## src/rtl/servo_pwm_capture.sv

```systemverilog
// Servo PWM capture: measures the high time and rise-to-rise period of an
// asynchronous servo pulse train in prescaled ticks, with range and timeout flags.
module servo_pwm_capture #(
  parameter int DIV       = 100,
  parameter int TIMEOUT_T = 25000,
  parameter int MIN_T     = 500,
  parameter int MAX_T     = 2500
) (
  input  logic        clk,
  input  logic        reset,
  input  logic        enable,
  input  logic        pwm_in,
  output logic [15:0] high_t,
  output logic [15:0] period_t,
  output logic        valid,
  output logic        in_range,
  output logic        timeout
);

  typedef enum logic [1:0] {
    IDLE,
    WAIT_RISE,
    HIGH,
    LOW
  } state_e;

  localparam int            PW       = (DIV > 1) ? $clog2(DIV) : 1;
  localparam logic [PW-1:0] PRE_LAST = PW'(DIV - 1);

  logic          s1_q, s2_q, s3_q;
  logic          rise, fall, tick, timeout_hit;
  logic [PW-1:0] pre_q, pre_d;
  state_e        state_q, state_d;
  logic [15:0]   hi_cnt_q, hi_cnt_d;
  logic [15:0]   per_cnt_q, per_cnt_d;
  logic [15:0]   hi_hold_q, hi_hold_d;
  logic [15:0]   hi_inc, per_inc;
  logic [15:0]   high_t_q, high_t_d;
  logic [15:0]   period_t_q, period_t_d;
  logic          valid_q, valid_d;
  logic          in_range_q, in_range_d;
  logic          timeout_q, timeout_d;

  function automatic logic [15:0] sat_inc(input logic [15:0] v);
    return (v == 16'hFFFF) ? v : v + 16'd1;
  endfunction

  // s1/s2 resolve metastability; s3 is the one-cycle history used for edge decode.
  // NOTE: registers use non-blocking assignments so every flop samples pre-edge values.
  always_ff @(posedge clk or negedge reset) begin
    if (!reset) begin
      s1_q <= 1'b0;
      s2_q <= 1'b0;
      s3_q <= 1'b0;
    end else begin
      s1_q <= pwm_in;
      s2_q <= s1_q;
      s3_q <= s2_q;
    end
  end

  assign rise        = s2_q & ~s3_q;
  assign fall        = ~s2_q & s3_q;
  assign tick        = (pre_q == PRE_LAST);
  assign hi_inc      = tick ? sat_inc(hi_cnt_q) : hi_cnt_q;
  assign per_inc     = tick ? sat_inc(per_cnt_q) : per_cnt_q;
  assign timeout_hit = (int'({16'd0, per_cnt_q}) >= TIMEOUT_T);

  // NOTE: every always_comb output gets a default first, so no path can infer a latch.
  always_comb begin
    state_d    = state_q;
    pre_d      = tick ? '0 : pre_q + PW'(1);
    hi_cnt_d   = hi_cnt_q;
    per_cnt_d  = per_cnt_q;
    hi_hold_d  = hi_hold_q;
    high_t_d   = high_t_q;
    period_t_d = period_t_q;
    valid_d    = 1'b0;
    in_range_d = in_range_q;
    timeout_d  = timeout_q;

    if (!enable) begin
      state_d   = IDLE;
      hi_cnt_d  = '0;
      per_cnt_d = '0;
    end else begin
      unique case (state_q)
        IDLE: state_d = WAIT_RISE;

        WAIT_RISE: begin
          if (rise) begin
            state_d   = HIGH;
            hi_cnt_d  = '0;
            per_cnt_d = '0;
          end
        end

        HIGH: begin
          if (timeout_hit) begin
            timeout_d = 1'b1;
            state_d   = WAIT_RISE;
            hi_cnt_d  = '0;
            per_cnt_d = '0;
          end else begin
            hi_cnt_d  = hi_inc;
            per_cnt_d = per_inc;
            if (fall) begin
              // The tick coinciding with the fall still belongs to the high phase.
              hi_hold_d = hi_inc;
              state_d   = LOW;
            end
          end
        end

        LOW: begin
          if (rise) begin
            high_t_d   = hi_hold_q;
            period_t_d = per_cnt_q;
            valid_d    = 1'b1;
            timeout_d  = 1'b0;
            in_range_d = (int'(hi_hold_q) >= MIN_T) && (int'(hi_hold_q) <= MAX_T);
            hi_cnt_d   = '0;
            per_cnt_d  = '0;
            state_d    = HIGH;
          end else if (timeout_hit) begin
            timeout_d = 1'b1;
            state_d   = WAIT_RISE;
            hi_cnt_d  = '0;
            per_cnt_d = '0;
          end else begin
            per_cnt_d = per_inc;
          end
        end

        default: state_d = IDLE;
      endcase
    end

    // Tick phase restarts at each rise so both counts are aligned to the pulse edge.
    if (rise || state_q == IDLE || state_q == WAIT_RISE) begin
      pre_d = '0;
    end
  end

  always_ff @(posedge clk or negedge reset) begin
    if (!reset) begin
      state_q    <= IDLE;
      pre_q      <= '0;
      hi_cnt_q   <= '0;
      per_cnt_q  <= '0;
      hi_hold_q  <= '0;
      high_t_q   <= '0;
      period_t_q <= '0;
      valid_q    <= 1'b0;
      in_range_q <= 1'b0;
      timeout_q  <= 1'b0;
    end else begin
      state_q    <= state_d;
      pre_q      <= pre_d;
      hi_cnt_q   <= hi_cnt_d;
      per_cnt_q  <= per_cnt_d;
      hi_hold_q  <= hi_hold_d;
      high_t_q   <= high_t_d;
      period_t_q <= period_t_d;
      valid_q    <= valid_d;
      in_range_q <= in_range_d;
      timeout_q  <= timeout_d;
    end
  end

  assign high_t   = high_t_q;
  assign period_t = period_t_q;
  assign valid    = valid_q;
  assign in_range = in_range_q;
  assign timeout  = timeout_q;

endmodule

```

## config.mk

```make
export PLATFORM = sky130hd
export DESIGN_NAME = servo_pwm_capture
export DESIGN_NICKNAME = d
export VERILOG_FILES = /design/src/rtl/servo_pwm_capture.sv
export SDC_FILE = /design/constraint.sdc
export NUM_CORES = 1
export LEC_CHECK = 0
export ABC_AREA = 1
export CAP_MARGIN = 20
export CORE_MARGIN = 1
export CORE_UTILIZATION = 40
export CTS_CLUSTER_DIAMETER = 60
export DETAILED_ROUTE_END_ITERATION = 6
export GPL_TIMING_DRIVEN = 1
export PLACE_DENSITY = 0.7
export REMOVE_ABC_BUFFERS = 1
export SETUP_SLACK_MARGIN = 0.2
export SLEW_MARGIN = 0
export SYNTH_ARGS = -nofsm -noshare
export SYNTH_HDL_FRONTEND = slang
export SYNTH_SLANG_ARGS = --single-unit
```

## constraint.sdc

```tcl
create_clock -name clk -period 2.1 [get_ports clk]
set_clock_uncertainty 0.1 [all_clocks]
set_input_delay 0.42 -clock clk [delete_from_list [all_inputs] [get_ports clk]]
set_output_delay 0.42 -clock clk [all_outputs]
set_load 0.03 [all_outputs]
```

==> results of run 1 <==
## flip-flops by register name, summed over array words and instances (netlist names)
signal and count:
in_range 1, pre_q 7, period_t 16, timeout 1, per_cnt_q 16, s1_q 1
s3_q 1, hi_cnt_q 16, high_t 16, s2_q 1, state_q 2, hi_hold_q 16
valid 1
## through the flow
step	std cells	worst slack, ps	hold slack (ps)
final	868	229.0	252.9
after detailed placement	845	6.068	242.6
after global routing	868	144.3	268.1
after floorplan	644	-52.36	24.41
after CTS	862	200.1	258.7
after global placement	845	66.49	238.0
## worst register-to-register path, cell delays in order (launching register included)
cell and delay (ps):
dfrtp_1 420, ha_2 220, nand2_1 60, nor2_1 50
nand2_1 80, buf_4 140, clkinvlp_4 140, nand2_4 120
nand2_1 110, o21ai_0 170, nand3_1 80, nand2_1 60
## path summary, 6_finish.rpt
kind,start,endpoint,slack [ps]
min,s1_q,s2_q,250
max reg2reg,per_cnt_q[0],per_cnt_q[8],280
min reg2reg,s1_q,s2_q,250
max,high_t[13],high_t[13],230
max in group asynchronous,reset,high_t[2],830
min in group asynchronous,reset,high_t[10],470
## layout make-up
cell class	instances	area, um2	area share
Clock buffer	10	229.0	0.03809
Clock inverter	6	70.07	0.01165
Tap cell	147	183.9	0.03059
Inverter	67	257.7	0.04287
Multi-Input combinational cell	482	2242	0.3729
Sequential cell	95	2377	0.3954
Timing Repair Buffer	61	651.9	0.1084
## cells in the mapped netlist, drive strengths merged
master / number
nand2: 249
a21oi: 4
xnor2: 4
o21ai: 57
inv: 66
xor2: 5
nor2: 64
and2: 1
buf: 9
o22ai: 1
ha: 4
nor3b: 2
clkbuf: 6
nor3: 5
a21boi: 1
nand3: 69
nand3b: 1
nand4: 15
dfrtp: 95
clkinv: 1
## power groups by stage
| stage | clock network [mW] | logic (mW) | registers, mW |
|---|---|---|---|
| after global placement | 0 | 0.339 | 1.93 |
| after CTS | 1.67 | 0.351 | 1.90 |
| after floorplan | 0 | 0.205 | 1.92 |
| after global routing | 1.74 | 0.401 | 1.91 |
| after detailed placement | 0 | 0.348 | 1.93 |
| final | 1.64 | 0.350 | 1.90 |
## layer usage
metal	wire length (um)	up-vias
met2	4986	113
met5	0	-
met3	460	19
li1	-	2215
met4	199	0
met1	5180	2047
## kinds of logic (layout without fill, tap and decap cells)
| logic type | after synthesis | count (layout) | share of synthesized area |
|---|---|---|---|
| AOI/OAI and AO/OA | 63 | 63 | 0.06780 |
| and+or+nand+nor | 406 | 406 | 0.3535 |
| xor gates and xnor gates | 9 | 9 | 0.01600 |
| buffers and inverters | 82 | 144 | 0.07008 |
| adders and majority gates | 4 | 4 | 0.01016 |
| DFF | 95 | 95 | 0.4825 |
## repair_timing
item | CTS | global route
setup buffers | 0 | 6
hold buffers | 1 | 0
resized for setup | 7 | 41
hold endpoints to repair | 33 | 0
endpoints found under the setup margin | 14 | 51
pin swaps | 0 | 1
==> flow_summary.json, run 1 <==
{
  "slew_headroom": 0.6743,
  "antenna-diode-count": 0,
  "outcome": "finished, final reports clean",
  "final_cell_mix": "243 x nand2_1, 95 x dfrtp_1, 66 x nand3_1, 61 x inv_1, 54 x nor2_1",
  "syn2layout_area_growth_pct": 22.02,
  "finalCriticalPeriod_ps": 1871,
  "final.setup.tns_ps": 0,
  "synth_area_leaders": "dfrtp_1 48%, nand2_1 19%, nand3_1 6.8%",
  "met2_usage": 0.2868,
  "synth_top_cell_by_area": "dfrtp_1",
  "grt_pass1_vias": 4169,
  "leakagePower_nw": 3.283,
  "critical_path_class": "register to primary output",
  "stdcell_area_um2": 6012,
  "p_sw_mw": 1.007,
  "comb_power_share": 0.090,
  "place.gp.congestion": 0.8860,
  "seqPwrFrac": 0.488,
  "fillers": 1148,
  "layout_commonest_cell": "nand2_1",
  "grt_overflow": 0,
  "post_dp_cell_area_um2": 5560,
  "power-per-cell-area_nw_per_um2": 647.2,
  "cp_slowest_stage_delay_ps": 670,
  "cp_cell_sequence": "clkdlybuf4s50_1",
  "grt_max_degree": 43,
  "grt_pass1_wl_um": 18620,
  "seq_area_frac_synth": 0.4825,
  "swShare": 0.2587,
  "fp.coreArea_um2": 12010,
  "clkTransAtPathRegs_ps": 70,
  "portBuffers": 38,
  "required_ps": 1580,
  "crit_cells": 1,
  "drc": 0,
  "fmax_mhz": 534.5,
  "ant_nets": 0,
  "pwr-share-clk": 0.423,
  "maxCapViolations": 0,
  "startpoint_type": "register",
  "routedWlPerCell_um": 12.47,
  "synthDominantCellAreaShare": 0.4825,
  "fin_crit_sh": 0.8910,
  "cts_tree": "built",
  "hp-class": "register to register",
  "die-width_um": 113.0,
  "drive_gt1_frac": 0.09431,
  "place_hpwl_um": 7920,
  "yosys.cell_types.count": 32,
  "globalRouteMet1Util": 0.2419,
  "num_vias": 4394,
  "intPower_mw": 2.885,
  "critPathArrivalTime_ps": 1350,
  "cts_sinks": 95,
  "cts_root_buf": "clkbuf_16",
  "grt.total_usage": 0.1803,
  "path_delay_family": "buffers and inverters",
  "crit_slowest_cell": "clkdlybuf4s50_1",
  "final_core_utilization": 0.5005,
  "cts_buffers": 9,
  "tightest_slew_ps": 488.6,
  "rsz0062_at_grt": "true",
  "grt.met3_usage": 0.03053,
  "drt_iter0_markers": 242,
  "hold_depth": 0,
  "endpoint_kind": "primary output",
  "cts_buffer_depth": 2,
  "hold_violations": 0,
  "clock_latency_ps": 350,
  "antenna_found_initial": 0,
  "avgSynthCellArea_um2": 7.477,
  "ys_seq_elements": 95,
  "htree_levels": 3,
  "avgViaCountPerCell": 5.062,
  "grt_busiest_layer": "met2",
  "slew_violations": 0,
  "netlist_area_um2": 4927,
  "firstDrtPassIters": 5,
  "die_y_um": 113.0,
  "wirelength_um": 10830,
  "path_max_fanout": 2,
  "cp_num_buf_inv": 1,
  "finalPower_mw": 3.891,
  "yosys_warnings": 0,
  "r2r_cells": 11,
  "pin_count": 39,
  "die_area_um2": 12770,
  "rows": 40,
  "nets": 724,
  "initial_core_util": 0.4102,
  "peakVddDrop_uv": 347.4,
  "finalSetupViolations": 0,
  "synth_cells": 659
}
No activity file was read; power rests on OpenSTA's default activity.
==> run 2: changes to the inputs <==
--- a/config.mk
+++ b/config.mk
@@ -7,6 +7,7 @@
 export LEC_CHECK = 0
 export ABC_AREA = 1
 export CAP_MARGIN = 20
+export CORE_ASPECT_RATIO = 1.1
 export CORE_MARGIN = 1
 export CORE_UTILIZATION = 40
 export CTS_CLUSTER_DIAMETER = 60
==> constraint.sdc (replaced) <==
create_clock -name clk -period 2.2 [get_ports clk]
set_clock_uncertainty 0.1 [all_clocks]
set_input_delay 0.44 -clock clk [delete_from_list [all_inputs] [get_ports clk]]
set_output_delay 0.44 -clock clk [all_outputs]
set_load 0.03 [all_outputs]
==> run 2 against run 1 <==
Cell area is 1.9% lower. Register-to-register slack better by 90 ps. Combinational power is 4% lower. Utilization is 1.0 points lower. Power is 1.3% lower. Sequential power is 5% lower. First-iteration DRC count is 3.7% higher. Sequential share of layout area is 0.78 points higher. Final cell count is 0.23% lower. Global-route usage is 0.82 points higher. Routed wire length is 1.2% higher. Largest cell class unchanged. Largest power group unchanged.
==> flow_summary.json, run 2 (synthesis gave the netlist of run 1 again) <==
{
  "outcome": "finished, final reports clean",
  "cts_tree": "built",
  "worstReg2RegStart": "pre_q[0]",
  "peakVddDrop_uv": 374.0,
  "hold_depth": 0,
  "hold_end": "s2_q",
  "die-width_um": 107.8,
  "pin_count": 39,
  "finalSetupViolations": 0,
  "portBuffers": 38,
  "slew_headroom": 0.7190,
  "cts_buffers": 9,
  "cp_slowest_stage_delay_ps": 690,
  "required_ps": 1660,
  "htree_levels": 3,
  "r2r_cells": 8,
  "drt_iter0_markers": 251,
  "fin_crit_sh": 0.8987,
  "syn2layout_area_growth_pct": 19.73,
  "hold_violations": 0,
  "fp.coreArea_um2": 12030,
  "rows": 42,
  "clock_latency_ps": 350,
  "final_core_utilization": 0.4902,
  "nets": 715,
  "maxCapViolations": 0,
  "die_y_um": 118.4,
  "routedWlPerCell_um": 12.65,
  "finalCriticalPeriod_ps": 1977,
  "hp-class": "register to register",
  "final_cell_mix": "244 x nand2_1, 94 x dfrtp_1, 66 x nand3_1, 62 x inv_1, 57 x nor2_1",
  "initial_core_util": 0.4094,
  "antenna_found_initial": 0,
  "fmax_mhz": 505.8,
  "post_cts_buffers": 0,
  "startpoint_type": "register",
  "cts_root_buf": "clkbuf_16",
  "cp_cell_sequence": "clkdlybuf4s50_1",
  "path_max_fanout": 2,
  "clkTransAtPathRegs_ps": 70,
  "ant_nets": 0,
  "critical_path_class": "register to primary output",
  "cts_sinks": 95,
  "setup_ws_ps": 222.9,
  "place.gp.congestion": 0.9271,
  "die_area_um2": 12770,
  "place_hpwl_um": 7874,
  "place_ws_ps": 74.81,
  "slew_violations": 0,
  "crit_slowest_cell": "clkdlybuf4s50_1",
  "hold_ws_ps": 252.9,
  "rsz0062_at_grt": "true",
  "avgViaCountPerCell": 5.084,
  "endpoint_kind": "primary output",
  "drive_gt1_frac": 0.07725,
  "hp-start": "s1_q",
  "dp.cells": 849,
  "final.setup.tns_ps": 0,
  "firstDrtPassIters": 5,
  "leakagePower_nw": 2.744,
  "grt_overflow": 0,
  "grt_max_degree": 61,
  "wirelength_um": 10960,
  "fillers": 1182,
  "grt.total_usage": 0.1886,
  "power-per-cell-area_nw_per_um2": 651.3,
  "cts_buffer_depth": 2,
  "r2r-end": "per_cnt_q[12]",
  "drc": 0,
  "tightest_slew_ps": 421.5,
  "antenna-diode-count": 0,
  "ff2ff_setup_slack_ps": 370,
  "critPathArrivalTime_ps": 1440,
  "layout_commonest_cell": "nand2_1",
  "grt_pass1_vias": 4230,
  "grt_pass1_wl_um": 19200,
  "num_vias": 4403,
  "final_cells": 866,
  "cp_num_buf_inv": 1,
  "path_delay_family": "buffers and inverters"
}
==> run 2: what timing repair did <==
item | CTS | global route
endpoints found under the setup margin | 8 | 8
cloned | 0 | 0
gates resized for setup | 1 | 7
pin swaps | 0 | 0
hold endpoints to repair | 30 | 0
hold buffers | 1 | 0
==> run 2: stage by stage <==
step	power, mW	area, um2
2_1_floorplan	2.030	4836
3_3_place_gp	2.162	5547
3_5_place_dp	2.177	5547
4_1_cts	3.862	5882
5_1_grt	3.982	5899
6_report	3.843	5899
==> run 2: area by class of cell <==
cell class | count | area, um2 | share of cell area
timing repair buffer | 52 | 526.8 | 0.08929
sequential | 95 | 2379 | 0.4032
inverter | 67 | 254.0 | 0.04305
clock buffer | 10 | 239.0 | 0.04051
multi-input combinational | 482 | 2225 | 0.3771
tap | 154 | 192.7 | 0.03266
clock inverter | 6 | 83.83 | 0.01421
==> run 2: report_power, final <==
group / internal, mW / total [mW] / switching [mW]
Sequential: 1.77 / 1.81 / 0.0391
Clock: 1.02 / 1.69 / 0.669
Combinational: 0.0909 / 0.337 / 0.246
Total: 2.89 / 3.84 / 0.954
==> run 2: worst max path at each step <==
stage | depth (start not counted) | endpoint | slack (ps) | from
5_1_grt | 8 | per_cnt_q[12] | 200 | pre_q[0]
4_1_cts | 1 | timeout | 220 | timeout
2_1_floorplan | 5 | timeout | 30 | enable
3_5_place_dp | 7 | hi_cnt_q[3] | 70 | enable
3_3_place_gp | 7 | hi_cnt_q[8] | 130 | enable
6_report | 1 | timeout | 220 | timeout
==> run 2: metal layers <==
metal / up-vias / GRT usage / share of wire
met2: 81 / 0.3061 / 0.48
met3: 23 / 0.02372 / 0.028
li1: 2194 / - / -
met4: 0 / 0.1010 / 0.029
met5: - / 0 / 0
met1: 2105 / 0.2434 / 0.46
